$ cat config.mk
export PLATFORM = sky130hd
export DESIGN_NAME = lu_op_sequencer
export DESIGN_NICKNAME = d
export VERILOG_FILES = /design/src/rtl/lu_pkg.sv /design/src/rtl/lu_op_sequencer.sv
export SDC_FILE = /design/constraint.sdc
export NUM_CORES = 1
export LEC_CHECK = 0
export CAP_MARGIN = 10
export CORE_UTILIZATION = 62
export DETAILED_ROUTE_END_ITERATION = 10
export DONT_BUFFER_PORTS = 1
export GPL_ROUTABILITY_DRIVEN = 0
export MAX_ROUTING_LAYER = met4
export PLACE_DENSITY_LB_ADDON = 0.08
export SKIP_LAST_GASP = 1
export SLEW_MARGIN = 20
export SYNTH_ARGS = -nofsm -noshare
export SYNTH_HDL_FRONTEND = slang
export SYNTH_SLANG_ARGS = --single-unit
$ cat constraint.sdc
create_clock -name clk -period 2.5 [get_ports clk]
set_input_delay 0.25 -clock clk [delete_from_list [all_inputs] [get_ports clk]]
set_output_delay 0.25 -clock clk [all_outputs]
set_load 0.01 [all_outputs]
$ cat src/rtl/lu_pkg.sv
// Shared definitions for the logic-unit sequencer.
// Contents: LU select codes, sequencer FSM state encoding, default operand
// width and the number of LU operations stepped per transaction.
package lu_pkg;

    // Default operand / result width of the logic unit.
    localparam int unsigned LU_WIDTH = 8;

    // Select width and number of operations the LU implements.
    localparam int unsigned LU_SEL_W   = 2;
    localparam int unsigned LU_NUM_OPS = 4;

    // LU select map.
    typedef enum logic [LU_SEL_W-1:0] {
        LU_AND  = 2'b00,
        LU_OR   = 2'b01,
        LU_XOR  = 2'b10,
        LU_NOTA = 2'b11
    } lu_sel_e;

    // Sequencer states.
    typedef enum logic [1:0] {
        IDLE  = 2'b00,
        ISSUE = 2'b01,
        DONE  = 2'b10
    } lu_state_e;

endpackage : lu_pkg

$ cat src/rtl/lu_op_sequencer.sv
// Sequencer that feeds the combinational logic unit and collects its results.
// One (A,B) pair is accepted per transaction; the LU select is stepped through
// AND, OR, XOR, NOT A on consecutive cycles and the four results, with a zero
// flag per slot, are returned as one bundle.
//
// Ports:
//   clk, rst_n            clock, synchronous active-low reset
//   in_valid/in_ready     operand handshake, in_a/in_b operands
//   lu_a/lu_b/lu_s        operands and select driven to the LU
//   lu_f                  LU result (combinational from lu_a/lu_b/lu_s)
//   out_valid/out_ready   result handshake
//   out_result            slot i (bits WIDTH*(i+1)-1:WIDTH*i) = F for S=i
//   out_zero              bit i set when slot i is zero
//   done_cnt              handed-off transactions, wraps
module lu_op_sequencer
    import lu_pkg::*;
#(
    parameter int unsigned WIDTH = LU_WIDTH,
    parameter int unsigned CNT_W = 16
) (
    input  logic                        clk,
    input  logic                        rst_n,
    input  logic                        in_valid,
    output logic                        in_ready,
    input  logic [WIDTH-1:0]            in_a,
    input  logic [WIDTH-1:0]            in_b,
    output logic [WIDTH-1:0]            lu_a,
    output logic [WIDTH-1:0]            lu_b,
    output logic [LU_SEL_W-1:0]         lu_s,
    input  logic [WIDTH-1:0]            lu_f,
    output logic                        out_valid,
    input  logic                        out_ready,
    output logic [LU_NUM_OPS*WIDTH-1:0] out_result,
    output logic [LU_NUM_OPS-1:0]       out_zero,
    output logic [CNT_W-1:0]            done_cnt
);

    localparam logic [LU_SEL_W-1:0] LAST_SLOT = LU_SEL_W'(LU_NUM_OPS - 1);

    lu_state_e           state;
    logic [LU_SEL_W-1:0] slot_cnt;

    // Transaction FSM; every output is a register updated here.
    always_ff @(posedge clk) begin
        if (!rst_n) begin
            state      <= IDLE;
            slot_cnt   <= '0;
            in_ready   <= 1'b1;
            out_valid  <= 1'b0;
            lu_a       <= '0;
            lu_b       <= '0;
            lu_s       <= LU_AND;
            out_result <= '0;
            out_zero   <= '0;
            done_cnt   <= '0;
        end else begin
            case (state)
                IDLE: begin
                    // Operands are latched here so later input changes cannot
                    // disturb the transaction in flight.
                    if (in_valid && in_ready) begin
                        lu_a     <= in_a;
                        lu_b     <= in_b;
                        slot_cnt <= '0;
                        lu_s     <= LU_AND;
                        in_ready <= 1'b0;
                        state    <= ISSUE;
                    end
                end

                ISSUE: begin
                    // lu_s equals slot_cnt this cycle, so lu_f belongs to this slot.
                    out_result[WIDTH*32'(slot_cnt) +: WIDTH] <= lu_f;
                    out_zero[slot_cnt]                       <= (lu_f == '0);
                    slot_cnt                                 <= slot_cnt + LU_SEL_W'(1);
                    if (slot_cnt == LAST_SLOT) begin
                        lu_s      <= LU_AND;
                        out_valid <= 1'b1;
                        state     <= DONE;
                    end else begin
                        lu_s <= slot_cnt + LU_SEL_W'(1);
                    end
                end

                DONE: begin
                    // Results stay held until the consumer takes them.
                    if (out_ready) begin
                        out_valid <= 1'b0;
                        in_ready  <= 1'b1;
                        done_cnt  <= done_cnt + CNT_W'(1);
                        state     <= IDLE;
                    end
                end

                default: begin
                    state     <= IDLE;
                    slot_cnt  <= '0;
                    in_ready  <= 1'b1;
                    out_valid <= 1'b0;
                    lu_s      <= LU_AND;
                end
            endcase
        end
    end

endmodule : lu_op_sequencer
## Yosys cells after proc, flatten, opt, wreduce, memory -nomap -nowiden

Index checks and enable logic that the tools add are counted.

- Flip-flop bits (word level): 76
- Output and inout bits: 72
- Word-level logic and storage cells: 54

- Add/sub/neg operators: 3
- Magnitude comparators: 2
- Equal/unequal tests: 6
- Shift-type cells: 2
- Multiplexer cells: 18
- Bitwise operators: 3
- Reductions and logical operators: 10

Operators by type and width:

| cell | count |
|---|---|
| $neg 5->34 | 1 |
| $shift 8x34->32 const A | 1 |
| $shiftx 8x34->32 | 1 |
| $bwmux 32 | 1 |
| $pmux 2 s3 | 3 |
| $add 16x1->16 const B | 1 |
| $mux 2 | 5 |
| $reduce_and 3->1 | 3 |
| $logic_not 8->1 | 1 |
| $ne 2x2->1 const B | 3 |
| $pmux 1 s3 | 2 |
| $reduce_and 2->1 | 3 |
| $mux 1 | 5 |
| $bwmux 4 | 1 |
| $eq 2x2->1 const B | 2 |
| $lt 2x3->1 const B | 1 |
| $not 1->1 | 3 |
| $add 2x1->2 const B | 1 |
| $demux 1 s2 | 1 |
| $eq 2x1->1 const B | 1 |
| $ge 2x1->1 const B | 1 |
| $logic_and 1x1->1 | 2 |
| $logic_not 2->1 | 1 |

## Logic depth before layout (Yosys ltp)

Gate-level depths: netlist (run 1).

- Depth after elaboration: 5
- Mapped depth: 7
- Depth with buffers taken out: 6

## Worst setup path after synthesis (run 1)

Ideal clock, no wire load.

- Path type: flip-flop to flip-flop
- From: register slot_cnt[0]
- To: register out_result[26]
- Library setup time: 0.067 ns
- Data arrival time: 1.772 ns
- Data required time: 2.433 ns
- Path slack: 0.661 ns
- Stages on the path, launching flop included: 7
- Cell sequence: dfxtp_1 -> inv_1 -> ha_1 -> nand2b_1 -> nor4_1 -> a22oi_1 -> nor2_1

- Cells in the longest elaborated chain, start to end: 3
- Elaborated cells on any way between the ends: 4

RTL lines:

| what | line | text |
|---|---|---|
| start, declared | lu_op_sequencer.sv:41 | `logic [LU_SEL_W-1:0] slot_cnt;` |
| start signal, assigned | lu_op_sequencer.sv:75 | `slot_cnt <= slot_cnt + LU_SEL_W'(1);` |
| $neg 5->34 * | lu_op_sequencer.sv:73 | `out_result[WIDTH*32'(slot_cnt) +: WIDTH] <= lu_f;` |
| $shiftx 8x34->32 / $shift 8x34->32 (equally long branches) | lu_op_sequencer.sv:73 |  |
| $bwmux 32 * | lu_op_sequencer.sv:73 |  |
| end signal, assigned by index | lu_op_sequencer.sv:73 |  |
| end, declared | lu_op_sequencer.sv:33 | `output logic [LU_NUM_OPS*WIDTH-1:0] out_result,` |

Every way passes the cells marked *; elsewhere a longest branch is shown, timed or not.
A chain may end at the register's enable or synchronous reset.

## Final worst setup path (run 1)

- From: register slot_cnt[0]
- To: register out_result[21]

Same word-level chain as after synthesis.

==> results of run 1 <==
-- worst max-delay path by stage --
stage,slack (ns),depth (start not counted),from,end
6_report,0.35,6,slot_cnt[0],out_result[21]
5_1_grt,0.19,6,slot_cnt[0],out_result[16]
4_1_cts,0.34,6,slot_cnt[0],out_result[21]
3_5_place_dp,0.38,6,slot_cnt[0],out_result[21]
3_3_place_gp,0.50,6,slot_cnt[0],out_result[18]
2_1_floorplan,0.66,6,slot_cnt[0],out_result[26]
-- timing repair --
action | CTS | global route
setup endpoints to repair | 0 | 0
buffers inserted | 0 | 0
hold endpoints to repair | 1 | 0
hold buffers | 1 | 0
-- synth_stat cells (all sizes together) --
cell type  number
inv             6
or4             4
ha              7
a21oi          31
or2             1
a31oi           1
a22oi          33
nand2          48
nand3b          4
xor2            3
xnor2           6
dfxtp          75
nor2           53
and3b           1
nor4b           1
nand3           5
clkbuf         15
o21ai           3
or3             5
o31ai           2
mux2i           2
nand4           4
buf             2
nor2b           1
nor3            9
nand2b          7
nor4            7
-- registers in the layout (all words and copies together) (netlist names) --
name        flops
lu_b            8
lu_s            2
out_valid       1
in_ready        1
slot_cnt        1
done_cnt       16
state           2
lu_a            8
out_result     32
out_zero        4
-- area by class of cell --
type	count	area (sq um)	share of cell area, %
repair buffers	9	82.6	2.57
multi-input cells	238	1350	41.9
clock buffers	12	145	4.51
well taps	52	65.1	2.02
clock inverters	4	50.0	1.56
inverters	6	22.5	0.700
flip-flops and latches	75	1500	46.7
-- cells by family (layout without fill, tap and decap cells) --
kind of cell	Yosys count	in the layout	synth area share, %
multiplexers	2	2	0.681
AND/OR/NAND/NOR	150	150	24.6
XOR/XNOR	9	9	2.68
adder cells (fa/ha/maj)	7	7	2.98
buffers and inverters	23	31	3.10
flip-flops	75	75	51.0
AO/OA/AOI/OAI	70	70	14.9
-- where the power goes --
part	internal [mW]	leakage [nW]	switching [mW]
logic	0.0500	0.432	0.0838
clock network	0.487	0.0926	0.416
registers	1.23	0.607	0.0422
total	1.76	1.13	0.542
-- per-layer routing --
layer	global-route usage [%]	share of wire (%)	up-vias
met4	14.0	1.9	0
met3	8.83	7.9	11
li1	-	-	1171
met2	42.0	50	93
met1	29.9	40	1084
met5	-	0	-
-- worst register-to-register path: stages (launching register included) --
cell and delay, ns:
dfxtp_1 0.53, inv_1 0.21, ha_1 0.40, nand2b_1 0.12, nor4_2 0.56, a22oi_1 0.15, nor2_1 0.13
==> results_dict.tcl, run 1 <==
set metrics [dict create \
    clock_latency_ns 0.34 \
    worstPathRequired_ns 2.77 \
    drv_slew 0 \
    r2r-start "slot_cnt[0]" \
    yosysTopAreaCell "dfxtp_1" \
    io_buffers 0 \
    core_sq_mm 0.00444 \
    fmax_mhz 465 \
    grt_pass1_vias 2120 \
    min_period_ns 2.15 \
    netlist_area_sq_mm 0.00294 \
    worst_pin_slew_ns 0.728 \
    antennaDiodeCount 0 \
    synth_top_area_share_pct 51.0 \
    hold_path_class "input port to flop" \
    wl_mm 6.37 \
    rr_worst_depth 6 \
    hold_end "lu_b[4]" \
    overflow 0 \
    hold_viol_final 0 \
    ctsHtreeMaxLevel 3 \
    via_per_inst 5.96 \
    crit_chain "inv_1, ha_1, nand2b_1, nor4_2, a22oi_1, nor2_1" \
    setup_viol 0 \
    antenna_found_initial 0 \
    ys_top_cells_by_area "dfxtp_1, a22oi_1, nor2_1, nand2_1, a21oi_1" \
    cts-root-buf "clkbuf_8" \
    via_count 2359 \
    die_x_microns 70.9 \
    status "finished with violations" \
    post_dp_cell_area_sq_mm 0.00301 \
    hpwl_mm 4.52 \
    syn_nets 371 \
    die_y_microns 70.9 \
    cts_tree "built" \
    power_mw 2.30 \
    seq_area_frac_synth_pct 51.0 \
    pin_count 100 \
    rr_endpoint "out_result[21]" \
    grt_max_degree 47 \
    fillers 352 \
    slowest_stage "nor4_2" \
    layout.nets 374 \
    clockBufferDepth 2 \
    hp-start "in_b[4]" \
    reg2reg_slack_ns 0.35 \
    synth_area_per_cell_sq_um 8.75 \
    fin_crit_sh_pct 86.0 \
    ir_drop_mv 0.423 \
    clk_pin_slew_ns 0.07 \
    grt_pass1_wl_mm 10.1 \
    crit_buf_inv 1 \
    dr.first_iter.drc_count 128 \
    drc 5 \
    cp_slowest_stage_delay_ns 0.56 \
    max_cap_violations 0 \
    drive_above_1_share_pct 9.01 \
    fin_skew_ns 0.00653 \
    path_class "flop to flop" \
    power.static_leakage_nw 1.13 \
    crit_family "simple AND/OR/NAND/NOR gates" \
    cts_made_buffers 9 \
    critPathMaxFanout 9 \
    final_cell_mix "dfxtp_1, nor2_1, nand2_1" \
    syn_to_final_growth_pct 9.32 \
    yosysWarnings 0 \
    final_cells 396 \
    synth.ff_latch_count 75 \
    hold_depth 2 \
    fin_tns_setup_ns 0 \
    first_pass_iters 10 \
    power.density_mw_per_mm2 717 \
    grt_usage_pct 26.6 \
    worst_setup_path_start_kind "flop" \
    cts.sinks 75 \
    fin_ws_ns 0.350 \
    dieArea_sq_mm 0.00502 \
    final_core_util_pct 72.4 \
    rsz0062_at_grt "no" \
    max-slew-margin-rel_pct 51.0 \
    dp_cells 379 \
    violations "DRC" \
    syn_inst 336 \
    start_util_pct 66.2 \
    drtAntennaViolNets 0 \
    num_rows 24 \
    fin_area_sq_mm 0.00322 \
    cts_resized 0 \
    whs_ns 0.0395 \
    dp_slack_ns 0.378 \
    wl_per_cell_microns 16.1 \
    synth.distinct_cells 34 \
    arrival_ns 2.42 \
    final_common_cell "dfxtp_1" \
    endpoint_kind "flop" \
]
Power figures use the tool's default switching activity.
==> run 2, diff against run 1 <==
- ABC_CLOCK_PERIOD_IN_PS: unset -> 2500
- SKIP_LAST_GASP: 1 -> unset
==> results of run 2 <==
The final DEF is identical to that of run 1; final timing and power are the same.
